[config.mk]
export PLATFORM = sky130hd
export DESIGN_NAME = y86_pipe_ctrl_flat
export DESIGN_NICKNAME = d
export VERILOG_FILES = /design/src/rtl/y86_mem_if.sv /design/src/rtl/y86_pipe_ctrl.sv /design/src/flat_wrapper.sv
export SDC_FILE = /design/constraint.sdc
export NUM_CORES = 1
export LEC_CHECK = 0
export ABC_AREA = 1
export BUFFER_PORTS_ARGS = -buffer_cell sky130_fd_sc_hd__buf_2
export CORE_MARGIN = 2
export CORE_UTILIZATION = 41
export CTS_CLUSTER_DIAMETER = 80
export CTS_CLUSTER_SIZE = 40
export DETAILED_ROUTE_END_ITERATION = 10
export GPL_ROUTABILITY_DRIVEN = 0
export GPL_TIMING_DRIVEN = 0
export PLACE_DENSITY = 0.87
export SETUP_SLACK_MARGIN = 0.1
export SYNTH_ARGS = -nofsm -noshare
export SYNTH_HDL_FRONTEND = slang
export SYNTH_SLANG_ARGS = --single-unit
[constraint.sdc]
create_clock -name clock -period 2.5 [get_ports clock]
set_input_delay 0.125 -clock clock [delete_from_list [all_inputs] [get_ports clock]]
set_output_delay 0.125 -clock clock [all_outputs]
set_load 0.01 [all_outputs]
[src/rtl/y86_mem_if.sv]
// Data-memory handshake between the M stage, the data memory and the
// pipeline controller (request, completion, forced timeout).
interface y86_mem_if;
    logic mem_req;
    logic mem_ack;
    logic mem_timeout;

    modport master (
        output mem_req,
        output mem_ack,
        input  mem_timeout
    );

    modport slave (
        input  mem_req,
        input  mem_ack,
        output mem_timeout
    );
endinterface

[src/rtl/y86_pipe_ctrl.sv]
// Y86-64 pipeline control: hazards, variable-latency memory wait, halt latch.
// Define PIPE_PERF_EN to build the cycle/stall/bubble performance counters.
module y86_pipe_ctrl #(
    parameter int CNT_W       = 32,
    parameter int MEM_TIMEOUT = 16
) (
    input  logic             clock,
    input  logic             reset,
    input  logic [3:0]       D_icode,
    input  logic [3:0]       E_icode,
    input  logic [3:0]       M_icode,
    input  logic [3:0]       E_dstM,
    input  logic [3:0]       d_srcA,
    input  logic [3:0]       d_srcB,
    input  logic             e_Cnd,
    input  logic [2:0]       m_stat,
    input  logic [2:0]       W_stat,
    y86_mem_if.slave         mem,
    output logic             F_stall,
    output logic             D_stall,
    output logic             D_bubble,
    output logic             E_bubble,
    output logic             M_stall,
    output logic             M_bubble,
    output logic             W_stall,
    output logic             W_bubble,
    output logic             halted,
    output logic [CNT_W-1:0] cycle_cnt,
    output logic [CNT_W-1:0] stall_cnt,
    output logic [CNT_W-1:0] bubble_cnt
);

    localparam logic [7:0] TO_LIM = 8'(MEM_TIMEOUT);

    typedef enum logic {S_IDLE, S_WAIT} st_t;

    st_t        state_q;
    logic [7:0] wcnt_q;
    logic       halted_q;

    logic load_use, ret_pend, mispred;
    logic exc_m, exc_w;
    logic mem_wait, tmo;

    assign exc_m = (m_stat == 3'd2) | (m_stat == 3'd3) | (m_stat == 3'd4);
    assign exc_w = (W_stat == 3'd2) | (W_stat == 3'd3) | (W_stat == 3'd4);

    assign load_use = ((E_icode == 4'h5) | (E_icode == 4'hB))
                    & ((E_dstM == d_srcA) | (E_dstM == d_srcB))
                    & (E_dstM != 4'hF);
    assign ret_pend = (D_icode == 4'h9) | (E_icode == 4'h9)
                    | (M_icode == 4'h9);
    assign mispred  = (E_icode == 4'h7) & ~e_Cnd;

    assign tmo = (state_q == S_WAIT) & (wcnt_q == TO_LIM)
               & mem.mem_req & ~mem.mem_ack;
    assign mem_wait = mem.mem_req & ~mem.mem_ack & ~tmo & ~halted_q;

    assign mem.mem_timeout = tmo;
    assign halted          = halted_q;

    always_comb begin
        F_stall  = load_use | ret_pend;
        D_stall  = load_use;
        D_bubble = mispred | (~load_use & ret_pend);
        E_bubble = mispred | load_use;
        M_bubble = exc_m | exc_w;
        W_stall  = exc_w;
        M_stall  = 1'b0;
        W_bubble = 1'b0;
        // E holds through M_stall, so a wait freezes F..M and drains W.
        if (mem_wait) begin
            F_stall  = 1'b1;
            D_stall  = 1'b1;
            M_stall  = 1'b1;
            W_bubble = 1'b1;
            D_bubble = 1'b0;
            E_bubble = 1'b0;
            M_bubble = 1'b0;
            W_stall  = 1'b0;
        end
        if (halted_q) begin
            F_stall  = 1'b1;
            D_stall  = 1'b1;
            M_bubble = 1'b1;
            W_stall  = 1'b1;
        end
    end

    always_ff @(posedge clock) begin
        if (reset) begin
            state_q  <= S_IDLE;
            wcnt_q   <= '0;
            halted_q <= 1'b0;
        end else begin
            halted_q <= halted_q | exc_w;
            unique case (state_q)
                S_IDLE: begin
                    if (mem_wait) begin
                        state_q <= S_WAIT;
                        wcnt_q  <= 8'd1;
                    end else begin
                        wcnt_q  <= '0;
                    end
                end
                S_WAIT: begin
                    if (mem.mem_ack | tmo | ~mem.mem_req) begin
                        state_q <= S_IDLE;
                        wcnt_q  <= '0;
                    end else begin
                        wcnt_q  <= wcnt_q + 8'd1;
                    end
                end
                default: begin
                    state_q <= S_IDLE;
                    wcnt_q  <= '0;
                end
            endcase
        end
    end

`ifdef PIPE_PERF_EN
    localparam logic [CNT_W-1:0] ONE = CNT_W'(1);

    logic [CNT_W-1:0] cyc_q, stl_q, bub_q;

    // Counters saturate instead of wrapping.
    always_ff @(posedge clock) begin
        if (reset) begin
            cyc_q <= '0;
            stl_q <= '0;
            bub_q <= '0;
        end else if (!halted_q) begin
            if (cyc_q != '1)
                cyc_q <= cyc_q + ONE;
            if (F_stall && (stl_q != '1))
                stl_q <= stl_q + ONE;
            if ((D_bubble | E_bubble | W_bubble) && (bub_q != '1))
                bub_q <= bub_q + ONE;
        end
    end

    assign cycle_cnt  = cyc_q;
    assign stall_cnt  = stl_q;
    assign bubble_cnt = bub_q;
`else
    assign cycle_cnt  = '0;
    assign stall_cnt  = '0;
    assign bubble_cnt = '0;
`endif

endmodule

[src/flat_wrapper.sv]
// flat-port wrapper written by rule: the top's interface ports become plain ports
module y86_pipe_ctrl_flat 
#(
    parameter int CNT_W       = 32,
    parameter int MEM_TIMEOUT = 16
)
  (clock, reset, D_icode, E_icode, M_icode, E_dstM, d_srcA, d_srcB, e_Cnd, m_stat, W_stat, F_stall, D_stall, D_bubble, E_bubble, M_stall, M_bubble, W_stall, W_bubble, halted, cycle_cnt, stall_cnt, bubble_cnt, mem_mem_req, mem_mem_ack, mem_mem_timeout);
  y86_mem_if mem_i ();
  input  logic clock;
  input  logic reset;
  input  logic [3:0] D_icode;
  input  logic [3:0] E_icode;
  input  logic [3:0] M_icode;
  input  logic [3:0] E_dstM;
  input  logic [3:0] d_srcA;
  input  logic [3:0] d_srcB;
  input  logic e_Cnd;
  input  logic [2:0] m_stat;
  input  logic [2:0] W_stat;
  output logic F_stall;
  output logic D_stall;
  output logic D_bubble;
  output logic E_bubble;
  output logic M_stall;
  output logic M_bubble;
  output logic W_stall;
  output logic W_bubble;
  output logic halted;
  output logic [CNT_W-1:0] cycle_cnt;
  output logic [CNT_W-1:0] stall_cnt;
  output logic [CNT_W-1:0] bubble_cnt;
  input wire logic [$bits(mem_i.mem_req)-1:0] mem_mem_req;
  input wire logic [$bits(mem_i.mem_ack)-1:0] mem_mem_ack;
  output wire logic [$bits(mem_i.mem_timeout)-1:0] mem_mem_timeout;
  assign mem_i.mem_req = mem_mem_req;
  assign mem_i.mem_ack = mem_mem_ack;
  assign mem_mem_timeout = mem_i.mem_timeout;
  y86_pipe_ctrl #(.CNT_W(CNT_W), .MEM_TIMEOUT(MEM_TIMEOUT)) u_core (.clock(clock), .reset(reset), .D_icode(D_icode), .E_icode(E_icode), .M_icode(M_icode), .E_dstM(E_dstM), .d_srcA(d_srcA), .d_srcB(d_srcB), .e_Cnd(e_Cnd), .m_stat(m_stat), .W_stat(W_stat), .mem(mem_i), .F_stall(F_stall), .D_stall(D_stall), .D_bubble(D_bubble), .E_bubble(E_bubble), .M_stall(M_stall), .M_bubble(M_bubble), .W_stall(W_stall), .W_bubble(W_bubble), .halted(halted), .cycle_cnt(cycle_cnt), .stall_cnt(stall_cnt), .bubble_cnt(bubble_cnt));
endmodule
### After elaboration in Yosys (flattened, before gate mapping)

Cells that the tools add are included.

| word-level totals | value |
|---|---|
| bits in registers | 10 |
| bits of input ports | 35 |
| output and inout port bits | 106 |
| logic and storage cells | 68 |

| operators by class | value |
|---|---|
| add/subtract/negate cells | 1 |
| equality and inequality tests | 16 |
| multiplexer cells | 16 |
| bitwise logic cells | 32 |

Operator list:

| kind | number |
|---|---|
| equality test 4 bit (second input constant) | 4 |
| case mux 8 bit (2 select lines) | 1 |
| OR 1 bit | 15 |
| 2-to-1 mux 1 bit | 13 |
| equality test 3 x 2 -> 1 bit (second input constant) | 4 |
| AND 1 bit | 10 |
| adder 8 x 1 -> 8 bit (second input constant) | 1 |
| equality test 4 x 3 -> 1 bit (second input constant) | 2 |
| equality test 4 bit | 2 |
| equality test 8 x 5 -> 1 bit (second input constant) | 1 |
| 2-to-1 mux 8 bit | 1 |
| NOT 1 bit | 7 |
| equality test 3 bit (second input constant) | 2 |
| inequality test 4 bit (second input constant) | 1 |
| case mux 1 bit (2 select lines) | 1 |

### Longest topological paths before layout

| depth | value |
|---|---|
| depth in word-level cells | 9 |
| depth in mapped cells | 10 |
| depth with buffers taken out | 10 |

### Worst setup path before layout

No wires, ideal clock.

| timing path | value |
|---|---|
| path type | reg2out |
| start point | register u_core.wcnt_q[0] |
| end point | output F_stall |
| arrival time | 1,258 ps |
| data required time | 2,375 ps |
| path slack | 1,117 ps |
| stages on the path, launching flop included | 9 |
| buffers on the path | 0 |
| path through | dfxtp_1 > inv_1 > ha_1 > nand2_1 > nor2_1 > nand4_2 > a21oi_2 > nand2_1 > or2_1 |

| on the way | value |
|---|---|
| longest elaborated chain between the ends | 9 |

Ends and longest elaborated chain:

| element | RTL line | source |
|---|---|---|
| start, declared | y86_pipe_ctrl.sv:38 | `logic [7:0] wcnt_q;` |
| start signal, assigned | y86_pipe_ctrl.sv:111 | `wcnt_q <= wcnt_q + 8'd1;` |
| equality test 8 x 5 -> 1 bit | y86_pipe_ctrl.sv:55 | `assign tmo = (state_q == S_WAIT) & (wcnt_q == TO_LIM)` |
| AND 1 bit | y86_pipe_ctrl.sv:55 |  |
| AND 1 bit (2 in a row) | y86_pipe_ctrl.sv:56 | `& mem.mem_req & ~mem.mem_ack;` |
| NOT 1 bit | y86_pipe_ctrl.sv:57 | `assign mem_wait = mem.mem_req & ~mem.mem_ack & ~tmo & ~halted_q;` |
| AND 1 bit (2 in a row) | y86_pipe_ctrl.sv:57 |  |
| 2-to-1 mux 1 bit | y86_pipe_ctrl.sv:72 | `if (mem_wait) begin` |
| 2-to-1 mux 1 bit | y86_pipe_ctrl.sv:82 | `if (halted_q) begin` |
| end, declared | flat_wrapper.sv:20 | `output logic F_stall;` |

Every way passes these cells.

### Worst setup path in the final report

Ends and elaborated chain as after synthesis.

==> impl_results.md <==
* Status: finished clean
* Num CTS Buffers at 3
* Most frequent cells in the layout: buf_4, conb_1, buf_2
* Die Ht at between 60 and 70 µm
* Setup TNS Final at 0 ns
* Sequential-to-total area share from yosys stat at approximately an eighth
* Share of cells above drive strength 1 at 41.5%
* Synth Cell Area at roughly 0.0015 mm²
* Cts hold-fix bufs at 0
* Vias/cell at 3.53
* Clock skew at 0.00210 ns
* Final setup violation count at 0
* Clk sinks at 10
* Synth-to-Final Area Change at 44.9%
* Yosys warning total at 0
* Max Cap Viol at 0
* Worst hold path class: in2reg
* I/O Pins at 141
* Post-CTS Setup Inserts at 0
* Synth cell types at 24
* Detailed placement HPWL at a little over 3000 µm
* Buffer depth of the longest clock path at 2
* Worst-skew pair later-pin latency at 0.24 ns
* Final core occ at about three fifths
* FP Rows at 22
* M2 GR Usage at 30.6%
* Worst Path Max Fanout at 4
* Peak supply drop at 0.000231 V
* Number of fill cells at 363
* Syn Inst Count at between 200 and 250
* Leading cell type in the layout, fill and taps excluded: buf_4
* Crit path DAT at 1.71 ns
* DIE WIDTH at 65.3 µm
* Power per cell area at 295 mW/mm²
* Nets@finish at about 410
* Die ar. at 0.00426 mm²
* DRC at 0
* Post-CTS Resized at 0
* Global Route Usage Sum at 14.7%
* Hold slack at 0.0829 ns
* Congestion Overflow GR at 0
* Static leakage at 1.45 nW
* WS Path Type: reg2out
* PortBufs at 44
* Largest net degree at the start of global routing at 10
* Vias in the first global route at 1241
* Critical Path Sink Type: primary output
* First-pass GRT wire length at roughly 5000 µm
* Worst setup SP type: register
* Most Crowded Layer GR: met2
* Register bit count reported by yosys at 10
* H-Tree Level Count at 1
* CORE AREA at 0.00363 mm²
* Initial DRC count at 26
* Clk slew on worst S/H paths at 0.05 ns
* Final Critical Period at roughly 1.8 ns
* WP data required at 2.38 ns
* Final hold viol count at 0
* CTS root buffer: clkbuf_8
* Place WS at about 0.9 ns
* Starting Density at 42.4%
* RSZ-0062 raised after global routing: no
* Post-Layout Cell Count at 424
* Wire per inst at about 7.6 µm
* Total Wirelength at 3210 µm
* Final worst setup slack at 0.669 ns
* Met1 Use GR at 13.8%
* Largest cells by area after synthesis: buf_4, dfxtp_1, nand2_1, inv_1, nor2_1
* Post-route ant nets at 0
* Initial antenna violation count at 0
* DP Cell Count at 420
* Multi-input gate area at 860 µm²
* Leading area contributor after synthesis: buf_4
* Register Area at approximately 200 µm²
* Antenna diodes at 0
* Synthesized area per cell at 6.61 µm²
* Crit share post-route at 73.2%
* Vias at 1495
* Fmax at 546 MHz
* M3 GR Usage at 3.42%
* Max-slew violations at 0
* Router iterations before antenna repair at 4
* Yosys top cell area share at about 47%
* TritonCTS clock tree: done
[cell usage after synthesis]
master	count
nand2_1	37
nand4_1	5
nor3b_2	1
inv_2	1
nor2_2	2
nand3_1	8
dfxtp_1	10
o21ai_2	1
a21oi_2	1
o21ai_0	2
nand3_2	1
nor2_4	1
a21oi_1	7
xor2_1	2
nor3_1	2
ha_1	2
xnor2_1	2
buf_4	97
or2_1	1
conb_1	1
nand4_2	2
nor2_1	18
mux2_2	1
inv_1	28
[worst max-delay path, stage by stage (launching register included)]
cell and delay [ns]:
dfxtp_1 0.33, inv_1 0.07, ha_1 0.13, nand2_1 0.05, nor2_1 0.13, nand4_2 0.16, a21oi_2 0.16, nand2_1 0.08
or2_1 0.22, buf_2 0.14
[layout make-up]
| type | instances | area share, % |
|---|---|---|
| Multi-Input combinational cell | 192 | 38.5 |
| Buffer | 97 | 32.6 |
| Timing Repair Buffer | 44 | 9.87 |
| Sequential cell | 10 | 8.97 |
| Inverter | 29 | 4.88 |
| Tap cell | 48 | 2.69 |
| Clock buffer | 4 | 2.47 |
[cells by family after synthesis]
family          count (synthesis)  synth area share [%]
simple gates                   78                  23.7
compound gates                 11                  4.06
flops                          10                  13.0
xor+xnor                        4                  2.27
fa+ha+maj                       2                  1.62
buf+inv                       126                  54.3
mux                             1                 0.731
other cells                     1                 0.243
[layer usage]
metal	share of wire, %	vias to the layer above
met5	0	-
met3	10	3
li1	-	803
met2	54	69
met4	0.90	0
met1	35	620
[path summary, 6_finish.rpt]
| check | startpoint | endpoint | slack, ns | cells after the start |
|---|---|---|---|---|
| setup / recovery | u_core.wcnt_q[0] | F_stall | 0.67 | 9 |
| hold / removal | reset | u_core.halted | 0.08 | 2 |
| setup reg to reg | u_core.wcnt_q[0] | u_core.wcnt_q[0] | 1.12 | 7 |
| hold reg to reg | u_core.wcnt_q[4] | u_core.wcnt_q[4] | 0.47 | 2 |
[sequential cells by signal, indices dropped and copies added (netlist names)]
register and cells:
u_core.halted 1, u_core.wcnt_q 8, u_core.state_q 1
[through the flow]
step	cell area [µm²]	total power, mW
2_1_floorplan	1900	0.396
3_3_place_gp	2180	0.447
3_5_place_dp	2180	0.450
4_1_cts	2230	0.656
5_1_grt	2230	0.711
6_report	2230	0.659
[power breakdown]
group	internal (mW)	switching, mW	total [mW]
logic	0.146	0.143	0.288
registers	0.163	0.00359	0.166
clock network	0.139	0.0654	0.204
total	0.447	0.212	0.659
No activity file was read; power rests on OpenSTA's default activity.
